## src/rtl/instr_fetch_queue.sv

```systemverilog
// rtl/instr_fetch_queue.sv - instruction fetch queue between fetch and decode
module instr_fetch_queue #(
  parameter  int DEPTH = 4,
  localparam int PTR_W = $clog2(DEPTH)
) (
  input  logic             clk,
  input  logic             rst,
  input  logic             flush_i,
  input  logic             if_valid_i,
  input  logic [31:0]      if_instr_i,
  input  logic [31:0]      if_pc_i,
  output logic             if_ready_o,
  input  logic             id_stall_i,
  output logic             id_valid_o,
  output logic [31:0]      id_instr_o,
  output logic [31:0]      id_pc_o,
  output logic             id_adel_o,
  output logic [PTR_W:0]   count_o
);

  localparam logic [PTR_W:0]   FULL_CNT = (PTR_W + 1)'(DEPTH);
  localparam logic [PTR_W:0]   CNT_ONE  = (PTR_W + 1)'(1);
  localparam logic [PTR_W-1:0] PTR_ONE  = PTR_W'(1);

  typedef struct packed {
    logic        adel;
    logic [31:0] pc;
    logic [31:0] instr;
  } entry_t;

  entry_t           mem_q [DEPTH];
  entry_t           head;
  logic [PTR_W-1:0] wr_ptr_q, wr_ptr_d;
  logic [PTR_W-1:0] rd_ptr_q, rd_ptr_d;
  logic [PTR_W:0]   count_q, count_d;
  logic             push;
  logic             pop;

  // Handshake flags come only from registered occupancy, so no input reaches them combinationally.
  assign if_ready_o = (count_q != FULL_CNT);
  assign id_valid_o = (count_q != '0);
  assign count_o    = count_q;

  // A flush cycle swallows any transfer that would otherwise happen.
  assign push = if_valid_i & if_ready_o & ~flush_i;
  assign pop  = id_valid_o & ~id_stall_i & ~flush_i;

  // Head is read straight from storage; an empty queue shows a NOP at PC 0.
  assign head       = mem_q[rd_ptr_q];
  assign id_instr_o = id_valid_o ? head.instr : 32'h0000_0000;
  assign id_pc_o    = id_valid_o ? head.pc    : 32'h0000_0000;
  assign id_adel_o  = id_valid_o ? head.adel  : 1'b0;

  // Next pointer/occupancy values; power-of-two depth lets pointers wrap naturally.
  always_comb begin
    wr_ptr_d = wr_ptr_q;
    rd_ptr_d = rd_ptr_q;
    count_d  = count_q;
    if (flush_i) begin
      wr_ptr_d = '0;
      rd_ptr_d = '0;
      count_d  = '0;
    end else begin
      if (push) wr_ptr_d = wr_ptr_q + PTR_ONE;
      if (pop)  rd_ptr_d = rd_ptr_q + PTR_ONE;
      case ({push, pop})
        2'b10:   count_d = count_q + CNT_ONE;
        2'b01:   count_d = count_q - CNT_ONE;
        default: count_d = count_q;
      endcase
    end
  end

  // Control state; reset empties the queue immediately.
  always_ff @(posedge clk or posedge rst) begin
    if (rst) begin
      wr_ptr_q <= '0;
      rd_ptr_q <= '0;
      count_q  <= '0;
    end else begin
      wr_ptr_q <= wr_ptr_d;
      rd_ptr_q <= rd_ptr_d;
      count_q  <= count_d;
    end
  end

  // Entry storage is never cleared; validity is tracked solely by occupancy.
  always_ff @(posedge clk) begin
    if (push) begin
      mem_q[wr_ptr_q] <= '{adel: (if_pc_i[1:0] != 2'b00), pc: if_pc_i, instr: if_instr_i};
    end
  end

endmodule

```

## config.mk

```make
export PLATFORM = sky130hd
export DESIGN_NAME = instr_fetch_queue
export DESIGN_NICKNAME = d
export VERILOG_FILES = /design/src/rtl/instr_fetch_queue.sv
export SDC_FILE = /design/constraint.sdc
export NUM_CORES = 1
export LEC_CHECK = 0
export BUFFER_PORTS_ARGS = -buffer_cell sky130_fd_sc_hd__buf_2
export CORE_MARGIN = 1
export CORE_UTILIZATION = 50
export CTS_BUF_LIST = sky130_fd_sc_hd__clkbuf_16
export CTS_CLUSTER_DIAMETER = 60
export DETAILED_ROUTE_END_ITERATION = 10
export PLACE_DENSITY = 0.67
export SETUP_SLACK_MARGIN = 0.1
export SLEW_MARGIN = 20
export SYNTH_ARGS = -nofsm -noshare
export SYNTH_HDL_FRONTEND = slang
export SYNTH_SLANG_ARGS = --single-unit
```

## constraint.sdc

```tcl
create_clock -name clk -period 3.9 [get_ports clk]
set_input_delay 0.195 -clock clk [delete_from_list [all_inputs] [get_ports clk]]
set_output_delay 0.195 -clock clk [all_outputs]
set_load 0.01 [all_outputs]
```

==> results of run 1 <==
[power by group]
group / internal (mW) / switching, mW / leakage [nW]
Clock: 2.00 / 1.04 / 0.536
Sequential: 3.25 / 0.0646 / 2.45
Combinational: 0.324 / 0.316 / 1.57
Total: 5.57 / 1.42 / 4.55
[worst max-delay path, delay by kind of cell (launching register included)]
| family | cells | cell delay [ns] |
|---|---|---|
| buffers and inverters | 2 | 0.97 |
| flip-flops | 1 | 0.48 |
| AND/OR/NAND/NOR | 2 | 0.86 |
[per-layer routing]
layer / wire (um) / up-vias / part of all wire
li1: - / 2339 / -
met1: 8200 / 2699 / 0.42
met2: 9920 / 173 / 0.51
met3: 1130 / 29 / 0.057
met4: 346 / 0 / 0.018
met5: 0 / - / 0
[cell type report]
type	instances	area, um2	share of cell area
inverters	7	27.5	0.00211
clock buffers	29	726	0.0557
multi-input cells	176	2200	0.169
well taps	270	338	0.0260
repair buffers	206	1380	0.106
flip-flops and latches	267	7990	0.614
clock inverters	22	354	0.0272
diodes	2	5.00	0.000384
[repair_timing]
item / CTS / global route
endpoints found under the hold margin: 270 / 0
hold buffers: 67 / 0
setup endpoints to repair: 0 / 0
[sequential cells by signal, summed over array words and instances, names as in the netlist]
| signal | cells |
|---|---|
| mem_q | 260 |
| count_o | 3 |
| rd_ptr_q | 2 |
| wr_ptr_q | 2 |
[layout by cell type, fill, tap and decap left out, types with 4 or more instances in the layout]
master           n
bufinv_16       10
ha_1             4
a21oi_1          5
dfrtp_1          5
and2_4           4
inv_1            9
clkinv_1         7
nor2_1           6
buf_2          138
mux4_2          65
and2_1          65
edfxtp_1       260
nand2_1          5
dlygate4sd3_1   67
clkbuf_16       29
[final timing paths]
check | slack, ns | endpoint | cells past startpoint
worst max register to register | 1.49 | mem_q[1][44]$_DFFE_PP_ | 4
worst max-delay path | 0.84 | id_pc_o[19] | 4
max in group asynchronous | 3.50 | rd_ptr_q[1]$_DFFE_PP0P_ | 3
min in group asynchronous | 0.15 | count_o[1]$_DFFE_PP0P_ | 3
worst min-delay path | 0.10 | rd_ptr_q[0]$_DFFE_PP0P_ | 3
worst min register to register | 0.68 | count_o[1]$_DFFE_PP0P_ | 2
[synthesized netlist by cell type, drive strengths merged]
cell type / instances / area [um2]
a211oi: 1 / 7.51
a21oi: 5 / 25.0
a32oi: 1 / 8.76
and2: 69 / 432
buf: 13 / 119
clkbuf: 12 / 45.0
dfrtp: 7 / 175
edfxtp: 260 / 7810
fa: 1 / 20.0
ha: 4 / 50.1
inv: 7 / 26.3
mux4: 65 / 1460
nand2: 5 / 18.8
nand2b: 2 / 12.5
nand3: 2 / 10.0
nor2: 6 / 22.5
nor2b: 2 / 12.5
nor3: 1 / 10.0
nor3b: 1 / 7.51
nor4: 1 / 6.26
o2111ai: 2 / 17.5
o21ai: 1 / 5.00
o311ai: 1 / 8.76
o41ai: 1 / 8.76
or2: 1 / 6.26
or3: 1 / 6.26
or3b: 1 / 8.76
xnor2: 2 / 17.5
[cells by family (layout without fill, tap and decap cells)]
group                      after synthesis  after routing  share of synthesized area
muxes                                   65             65                      0.141
and+or+nand+nor                         92             92                     0.0534
DFF                                    267            267                      0.771
buffers and inverters                   32            264                     0.0184
other                                    0              2                          0
xor gates and xnor gates                 2              2                    0.00169
AOI/OAI and AO/OA                       12             12                    0.00785
adders and majority gates                5              5                    0.00676
[through the flow]
step           hold slack, ns  instance area (um2)  setup WS (ns)  std cells  total power, mW
4_1_cts                0.0719                13000          0.811        977             7.06
3_3_place_gp            0.127                11300           1.42        859             3.95
6_report                0.102                13000          0.836        979             6.99
3_5_place_dp            0.137                11300           1.38        859             3.97
5_1_grt                 0.110                13000          0.579        977             7.24
2_1_floorplan        -0.00160                10400          0.918        475             3.73
==> summary.md, run 1 <==
| Metric | Value |
|---|---|
| Status | `finished, final reports clean` |
| First-pass GRT wire length | `31,300 um` |
| 1st-pass router iterations | `4` |
| Worst Path Required | `3.70 ns` |
| M3 GR Usage | `0.0351` |
| CP max FO | `66` |
| Global-route met2 utilization | `0.329` |
| Critical path class | `flop to output port` |
| Vias in the first global route | `5,753` |
| Setup crit end kind | `output port` |
| RSZ-0062 raised after global routing | `no` |
| Drt wl/cell | `20.0 um` |
| Final Net Count | `760` |
| DR vias | `5,240` |
| Fillers | `1,480` |
| Initial Util | `0.510` |
| Die Height | `146 um` |
| Worst-path clk slew | `0.06 ns` |
| Setup Fix Bufs, Post-CTS | `0` |
| Type of the worst min-delay path | `input pin to flop` |
| Slew HR | `0.295` |
| Worst skew pair latency | `0.53 ns` |
| Final worst path period share | `0.786` |
| Synth cell types | `31` |
| Gr busiest metal | `met2` |
| Core Rows | `52` |
| Area Overhead vs Synth | `25.7%` |
| Cells after synthesis | `475` |
| Top Ports | `139` |
| # DRC | `0` |
| Total grt overflow | `0` |
| Port Buffers | `138` |
| YS warnings | `0` |
| Crit path launch type | `flop` |
| Hold path startpoint | `id_stall_i` |
| Post-DRT Antenna Nets | `0` |
| TritonCTS clock tree | `yes` |
| Crit-path slowest cell | `clkinv_2` |
| Peak Freq | `326 MHz` |
| Initial antenna violation count | `2` |
| Clock sinks | `267` |
| Final hold vios | `0` |
| Leakage | `4.55 nW` |
| CTS root buffer | `clkbuf_16` |
| Die Span X | `146 um` |
| Synthesized flop and latch total | `267` |
| Mapped Area | `0.0104 mm2` |
| Routed wire length | `19,600 um` |
| Core area | `0.0203 mm2` |
| P per Cell Area | `537 mW/mm2` |
| Total Neg Setup Slack | `0 ns` |
| Global-route usage over all layers | `0.192` |
| GRT met1 Usage | `0.257` |
| CP startpoint | `count_o[1]$_DFFE_PP0P_` |
| Seq/Total Area, Yosys | `0.771` |
| Worst-Margin Slew | `1.06 ns` |
| DP HPWL | `10,300 um` |
| Largest stage delay on the critical path | `0.82 ns` |
| Total CTS buffers | `28` |
| Max-Cap Viols | `0` |
| Fin. max-slew vios | `0` |
| Clock buffer depth | `3` |
| WP data arrival | `2.87 ns` |
| RePlAce Congestion | `0.745` |
| Htree depth | `1` |
| Final Setup Violations | `0` |
| Routed vias/inst | `5.35` |
| Reg2Reg Launch Point | `count_o[0]$_DFFE_PP0P_` |
| Syn_area_per_cell | `21.8 um2` |
| Largest net degree at the start of global routing | `67` |
| Min Tclk post-route | `3.06 ns` |
| Syn Nets | `549` |
| Peak supply drop | `0.419 mV` |
| Fraction of layout cells with a size suffix above 1 | `0.361` |
| Core Util, Final | `0.641` |
| Post-CTS resize count | `0` |
| DR iter-0 viols | `363` |
| Die ar. | `0.0213 mm2` |
| Setup Skew | `0.0137 ns` |
| CP cell instances | `nor3_2, clkinv_2, and2_1, buf_2` |
(Power assumes the default switching activity.)
==> run 2, diff against run 1 <==
--- a/config.mk
+++ b/config.mk
@@ -11,7 +11,7 @@
 export CTS_BUF_LIST = sky130_fd_sc_hd__clkbuf_16
 export CTS_CLUSTER_DIAMETER = 60
 export DETAILED_ROUTE_END_ITERATION = 10
-export PLACE_DENSITY = 0.67
+export PLACE_DENSITY = 0.7
 export SETUP_SLACK_MARGIN = 0.1
 export SLEW_MARGIN = 20
 export SYNTH_ARGS = -nofsm -noshare
==> constraint.sdc (replaced) <==
create_clock -name clk -period 2.8 [get_ports clk]
set_input_delay 0.14 -clock clk [delete_from_list [all_inputs] [get_ports clk]]
set_output_delay 0.14 -clock clk [all_outputs]
set_load 0.01 [all_outputs]
==> run 2 against run 1 <==
  * Global-route usage shrank 0.35 points
  * Total power grew 31%
  * First-iteration DRC count shrank 45%
  * Routed wire length is 0.22% lower
  * Worst setup slack worse by 0.52 ns
  * Sequential power increased by 38%
  * Critical path depth did not move
  * Clock-buffer cell count unchanged
  * Non-clock buffer count up 14
  * Final cell count is 1.1% higher
  * Worst hold slack worse by 0.053 ns
==> summary.md, run 2 (synthesis gave the netlist of run 1 again) <==
| Metric | Value |
|---|---|
| Htree depth | `1` |
| Final Setup Violations | `0` |
| Largest net degree at the start of global routing | `49` |
| Type of the worst min-delay path | `input pin to flop` |
| Initial antenna violation count | `0` |
| 1st-pass router iterations | `4` |
| Crit path launch type | `flop` |
| Setup Skew | `0.0135 ns` |
| CP startpoint | `rd_ptr_q[0]$_DFFE_PP0P_` |
| Core Util, Final | `0.642` |
| Routed vias/inst | `5.28` |
| Final hold vios | `0` |
| Global-route usage over all layers | `0.188` |
| Worst-case reg-to-reg path depth | `5` |
| Leakage | `4.57 nW` |
| Reg2reg setup slack | `0.59 ns` |
| Worst skew pair latency | `0.52 ns` |
| Final worst path period share | `0.886` |
| WP data arrival | `2.34 ns` |
| Area Overhead vs Synth | `25.9%` |
| Largest register FFs | `260` |
| # DRC | `0` |
| Clock sinks | `267` |
| Fin. max-slew vios | `0` |
| Top Ports | `139` |
| Vias in the first global route | `5,724` |
| Clock buffer depth | `3` |
| Drt wl/cell | `19.7 um` |
| Routed wire length | `19,500 um` |
| Area post-placement | `0.0114 mm2` |
| Post-DRT Antenna Nets | `0` |
| Initial Util | `0.510` |
| Max-Cap Viols | `0` |
| Total grt overflow | `0` |
| Setup crit end kind | `output port` |
| DP HPWL | `11,300 um` |
| Worst-Margin Slew | `0.541 ns` |
| Slew HR | `0.639` |
| Status | `finished, final reports clean` |
| Core area | `0.0203 mm2` |
| Worst Path Required | `2.66 ns` |
| Reg2reg end | `mem_q[0][6]$_DFFE_PP_` |
| CP max FO | `18` |
| ANT cells | `0` |
| Hold path startpoint | `id_stall_i` |
| Hold path cells | `3` |
| TritonCTS clock tree | `yes` |
| Worst-path clk slew | `0.06 ns` |
| Final Net Count | `774` |
| Most flop-heavy register | `mem_q` |
| Die ar. | `0.0213 mm2` |
| RSZ-0062 raised after global routing | `no` |
| Critical path class | `flop to output port` |
| Port Buffers | `138` |
| Die Span X | `146 um` |
| Total Neg Setup Slack | `0 ns` |
| Total CTS buffers | `28` |
| Fraction of layout cells with a size suffix above 1 | `0.375` |
| Setup crit end | `id_instr_o[27]` |
| Commonest non-fill, non-tap cell in the layout | `edfxtp_1` |
| P per Cell Area | `702 mW/mm2` |
| DR iter-0 viols | `201` |
| Core Rows | `52` |
| DR vias | `5,223` |
| CTS root buffer | `clkbuf_16` |
| Peak supply drop | `0.730 mV` |
| Min Tclk post-route | `2.48 ns` |
| Power, Total | `9.15 mW` |
| Commonest non-fill, non-tap cells in the layout | `edfxtp_1 (260), buf_2 (138), dlygate4sd3_1 (67)` |
| First-pass GRT wire length | `30,700 um` |
| RePlAce Congestion | `0.718` |
| Reg2Reg Launch Point | `count_o[0]$_DFFE_PP0P_` |
| Peak Freq | `403 MHz` |
| Post-CTS resize count | `0` |
| Final Cell Area | `0.0130 mm2` |
| Die Height | `146 um` |
[run 2: cell count changes in the layout (fill, tap and decap cells not counted), sizes merged]
| cell | previous run | this run |
|---|---|---|
| buf | 139 | 153 |
| bufinv | 10 | 3 |
| clkinv | 9 | 8 |
| clkinvlp | 0 | 3 |
| diode | 2 | 0 |
| inv | 10 | 14 |
[run 2: worst min path at each step]
stage | end | slack, ns
2_1_floorplan | count_o[0]$_DFFE_PP0P_ | -0.06
3_3_place_gp | count_o[2]$_DFFE_PP0P_ | 0.09
3_5_place_dp | count_o[2]$_DFFE_PP0P_ | 0.09
4_1_cts | rd_ptr_q[0]$_DFFE_PP0P_ | 0.01
5_1_grt | rd_ptr_q[0]$_DFFE_PP0P_ | 0.06
6_report | rd_ptr_q[0]$_DFFE_PP0P_ | 0.05
[run 2: stage by stage]
| stage | setup slack (ns) | hold WS (ns) | cells |
|---|---|---|---|
| after floorplan | 0.529 | -0.0566 | 475 |
| after global placement | 0.582 | 0.0881 | 872 |
| after detailed placement | 0.550 | 0.0934 | 872 |
| after CTS | 0.241 | 0.0140 | 990 |
| after global routing | 0.177 | 0.0600 | 990 |
| final | 0.320 | 0.0490 | 990 |
[run 2: power breakdown]
| part | total, mW | leakage, nW | switching, mW | internal (mW) |
|---|---|---|---|---|
| Sequential | 4.58 | 2.45 | 0.0578 | 4.52 |
| Clock | 3.60 | 0.462 | 1.45 | 2.15 |
| Combinational | 0.966 | 1.66 | 0.480 | 0.485 |
| Total | 9.15 | 4.57 | 1.99 | 7.16 |
[run 2: area by class of cell]
cell class | count | area (um2)
tap | 270 | 338
inverter | 7 | 26.3
fill | 1433 | 7260
multi-input combinational | 176 | 2200
timing repair buffer | 220 | 1570
clock inverter | 21 | 188
sequential | 267 | 7990
clock buffer | 29 | 726
[run 2: routing by layer]
layer,vias up,wire length [um],global-route usage
met4,0,242,0.0442
met3,22,1180,0.0361
met1,2665,8360,0.246
li1,2366,-,-
met2,170,9760,0.328
met5,-,0,0
[run 2: worst max-delay path: stages, from the launching register on]
cell and delay [ns]:
dfrtp_4 0.69, buf_4 0.30, mux4_2 0.52, and2_1 0.17, buf_2 0.13
[run 2: what timing repair did]
action | CTS | global route
setup endpoints to repair | 36 | 0
hold buffers | 67 | 0
hold endpoints to repair | 274 | 0
setup buffers | 1 | 0
==> run 3, diff against run 2 <==
--- a/config.mk
+++ b/config.mk
@@ -12,6 +12,7 @@
 export CTS_CLUSTER_DIAMETER = 60
 export DETAILED_ROUTE_END_ITERATION = 10
 export PLACE_DENSITY = 0.7
+export REMOVE_ABC_BUFFERS = 1
 export SETUP_SLACK_MARGIN = 0.1
 export SLEW_MARGIN = 20
 export SYNTH_ARGS = -nofsm -noshare
==> run 3 against run 2 <==
  * Final area is 0.14% higher
  * Clock skew is 0.00093 ns lower
  * Final cell count is 0.30% lower
  * Maximum frequency is 0.90% higher
  * Utilization is 0.092 points higher
  * Die area stayed put
  * Via count is 1.9% higher
  * Clock power is 3% higher
  * Highest routed layer unchanged
  * Register-to-register slack better by 0.04 ns
  * Global-route usage is 0.43 points higher
==> summary.md, run 3 (synthesis gave the netlist of run 1 again) <==
| Metric | Value |
|---|---|
| Reg2Reg Launch Point | `count_o[1]$_DFFE_PP0P_` |
| Sequential power share | `0.494` |
| Peak Freq | `407 MHz` |
| Largest net degree at the start of global routing | `51` |
| Initial Util | `0.510` |
| Worst-case reg-to-reg path depth | `6` |
| Htree depth | `1` |
| Clock power share | `0.401` |
| Largest register FFs | `260` |
| CP max FO | `15` |
| Post-route insts no fill | `987` |
| Setup crit end kind | `output port` |
| Hold path startpoint | `id_stall_i` |
| RSZ-0062 raised after global routing | `no` |
| Most flop-heavy register | `mem_q` |
| First-pass GRT wire length | `31,400 um` |
| Max-Cap Viols | `0` |
| Area Overhead vs Synth | `26.0%` |
| ANT cells | `0` |
| Register Area | `0.00799 mm2` |
| Worst-Margin Slew | `0.388 ns` |
| Die Height | `146 um` |
| Final Setup Violations | `0` |
| Combinational share of power | `0.105` |
| Leakage | `4.57 nW` |
| Commonest non-fill, non-tap cell in the layout | `edfxtp_1` |
| Switch Pwr | `1.96 mW` |
| Clock buffer depth | `3` |
| Worst Path Required | `2.66 ns` |
| Vias in the first global route | `5,733` |
| Fraction of layout cells with a size suffix above 1 | `0.375` |
| Core Rows | `52` |
| Clock sinks | `267` |
| CTS root buffer | `clkbuf_16` |
| Cell count after placement | `871` |
| TritonCTS clock tree | `yes` |
| Critical path class | `flop to output port` |
| Type of the worst min-delay path | `input pin to flop` |
| Internal Power | `7.31 mW` |
| Hold path cells | `3` |
| Die ar. | `0.0213 mm2` |
| Worst skew pair latency | `0.51 ns` |
| Die Span X | `146 um` |
| Power, Total | `9.27 mW` |
| Min Tclk post-route | `2.46 ns` |
| Total Neg Setup Slack | `0 ns` |
| Fin. max-slew vios | `0` |
| Setup Skew | `0.0126 ns` |
| DR iter-0 viols | `343` |
| Crit path launch type | `flop` |
| Sw Share | `0.211` |
| Final worst path period share | `0.878` |
| DP HPWL | `11,700 um` |
| Total grt overflow | `0` |
| Core area | `0.0203 mm2` |
| Post-DRT Antenna Nets | `0` |
| Final Net Count | `772` |
| # DRC | `0` |
| Port Buffers | `138` |
| Routed vias/inst | `5.39` |
| Multi-input combinational cell area | `0.00220 mm2` |
| Post-CTS resize count | `0` |
| Global-route usage over all layers | `0.193` |
| P per Cell Area | `710 mW/mm2` |
| Top Ports | `139` |
| Slew HR | `0.739` |
| Peak supply drop | `0.438 mV` |
| Commonest non-fill, non-tap cells in the layout | `edfxtp_1 (260), buf_2 (138), dlygate4sd3_1 (67)` |
| DR vias | `5,323` |
| Worst-path clk slew | `0.06 ns` |
| Drt wl/cell | `20.2 um` |
| Core Util, Final | `0.643` |
| Reg2reg end | `count_o[2]$_DFFE_PP0P_` |
| Reg2reg setup slack | `0.63 ns` |
| Status | `finished, final reports clean` |
| Initial antenna violation count | `0` |
| WP data arrival | `2.32 ns` |
| 1st-pass router iterations | `5` |
| Routed wire length | `20,000 um` |
| Fillers | `1,427` |
| Total CTS buffers | `27` |
| Worst Hold End | `rd_ptr_q[0]$_DFFE_PP0P_` |
| RePlAce Congestion | `0.738` |
| Hold_ws | `0.0381 ns` |
| Final hold vios | `0` |
run 3: area by class of cell:
class / count / share of cell area
Clock buffer: 27 / 0.0517
Clock inverter: 21 / 0.0196
Inverter: 7 / 0.00201
Multi-Input combinational cell: 176 / 0.168
Sequential cell: 267 / 0.612
Tap cell: 270 / 0.0259
Timing Repair Buffer: 219 / 0.121
run 3: layer usage:
layer / global-route usage / vias to the layer above / part of all wire
li1: - / 2365 / -
met1: 0.260 / 2747 / 0.42
met2: 0.325 / 179 / 0.50
met3: 0.0361 / 32 / 0.064
met4: 0.0511 / 0 / 0.017
met5: 0 / - / 0
run 3: power by group through the flow:
stage | registers, mW | logic [mW] | clock network, mW
after CTS | 4.59 | 0.966 | 3.79
after floorplan | 4.69 | 0.477 | 0
after global placement | 4.66 | 0.871 | 0
after global routing | 4.59 | 1.06 | 3.93
final | 4.58 | 0.970 | 3.72
after detailed placement | 4.67 | 0.889 | 0
run 3: critical path, stage by stage (launching register included):
cell and delay (ns):
dfrtp_4 0.64, buf_4 0.31, mux4_2 0.54, and2_1 0.17, buf_2 0.13
run 3: timing repair:
action	CTS	global route
hold buffers	67	0
endpoints found under the setup margin	0	30
endpoints found under the hold margin	274	0
setup buffers	0	1
run 3: worst max path at each step:
stage               cells after the start               startpoint  slack [ns]                    end
floorplan                               2  rd_ptr_q[0]$_DFFE_PP0P_       -0.80              id_adel_o
global placement                        4  rd_ptr_q[0]$_DFFE_PP0P_        0.69            id_pc_o[20]
detailed placement                      5   count_o[0]$_DFFE_PP0P_        0.66  mem_q[1][3]$_DFFE_PP_
CTS                                     4  rd_ptr_q[0]$_DFFE_PP0P_        0.11          id_instr_o[1]
global route                            4  rd_ptr_q[0]$_DFFE_PP0P_        0.21             id_pc_o[8]
finish                                  4  rd_ptr_q[0]$_DFFE_PP0P_        0.34          id_instr_o[1]
run 3: per-stage QoR:
stage	setup slack, ns	cell area [um2]
floorplan	-0.802	10200
global placement	0.691	11400
detailed placement	0.656	11400
CTS	0.112	13000
global route	0.213	13100
finish	0.342	13100
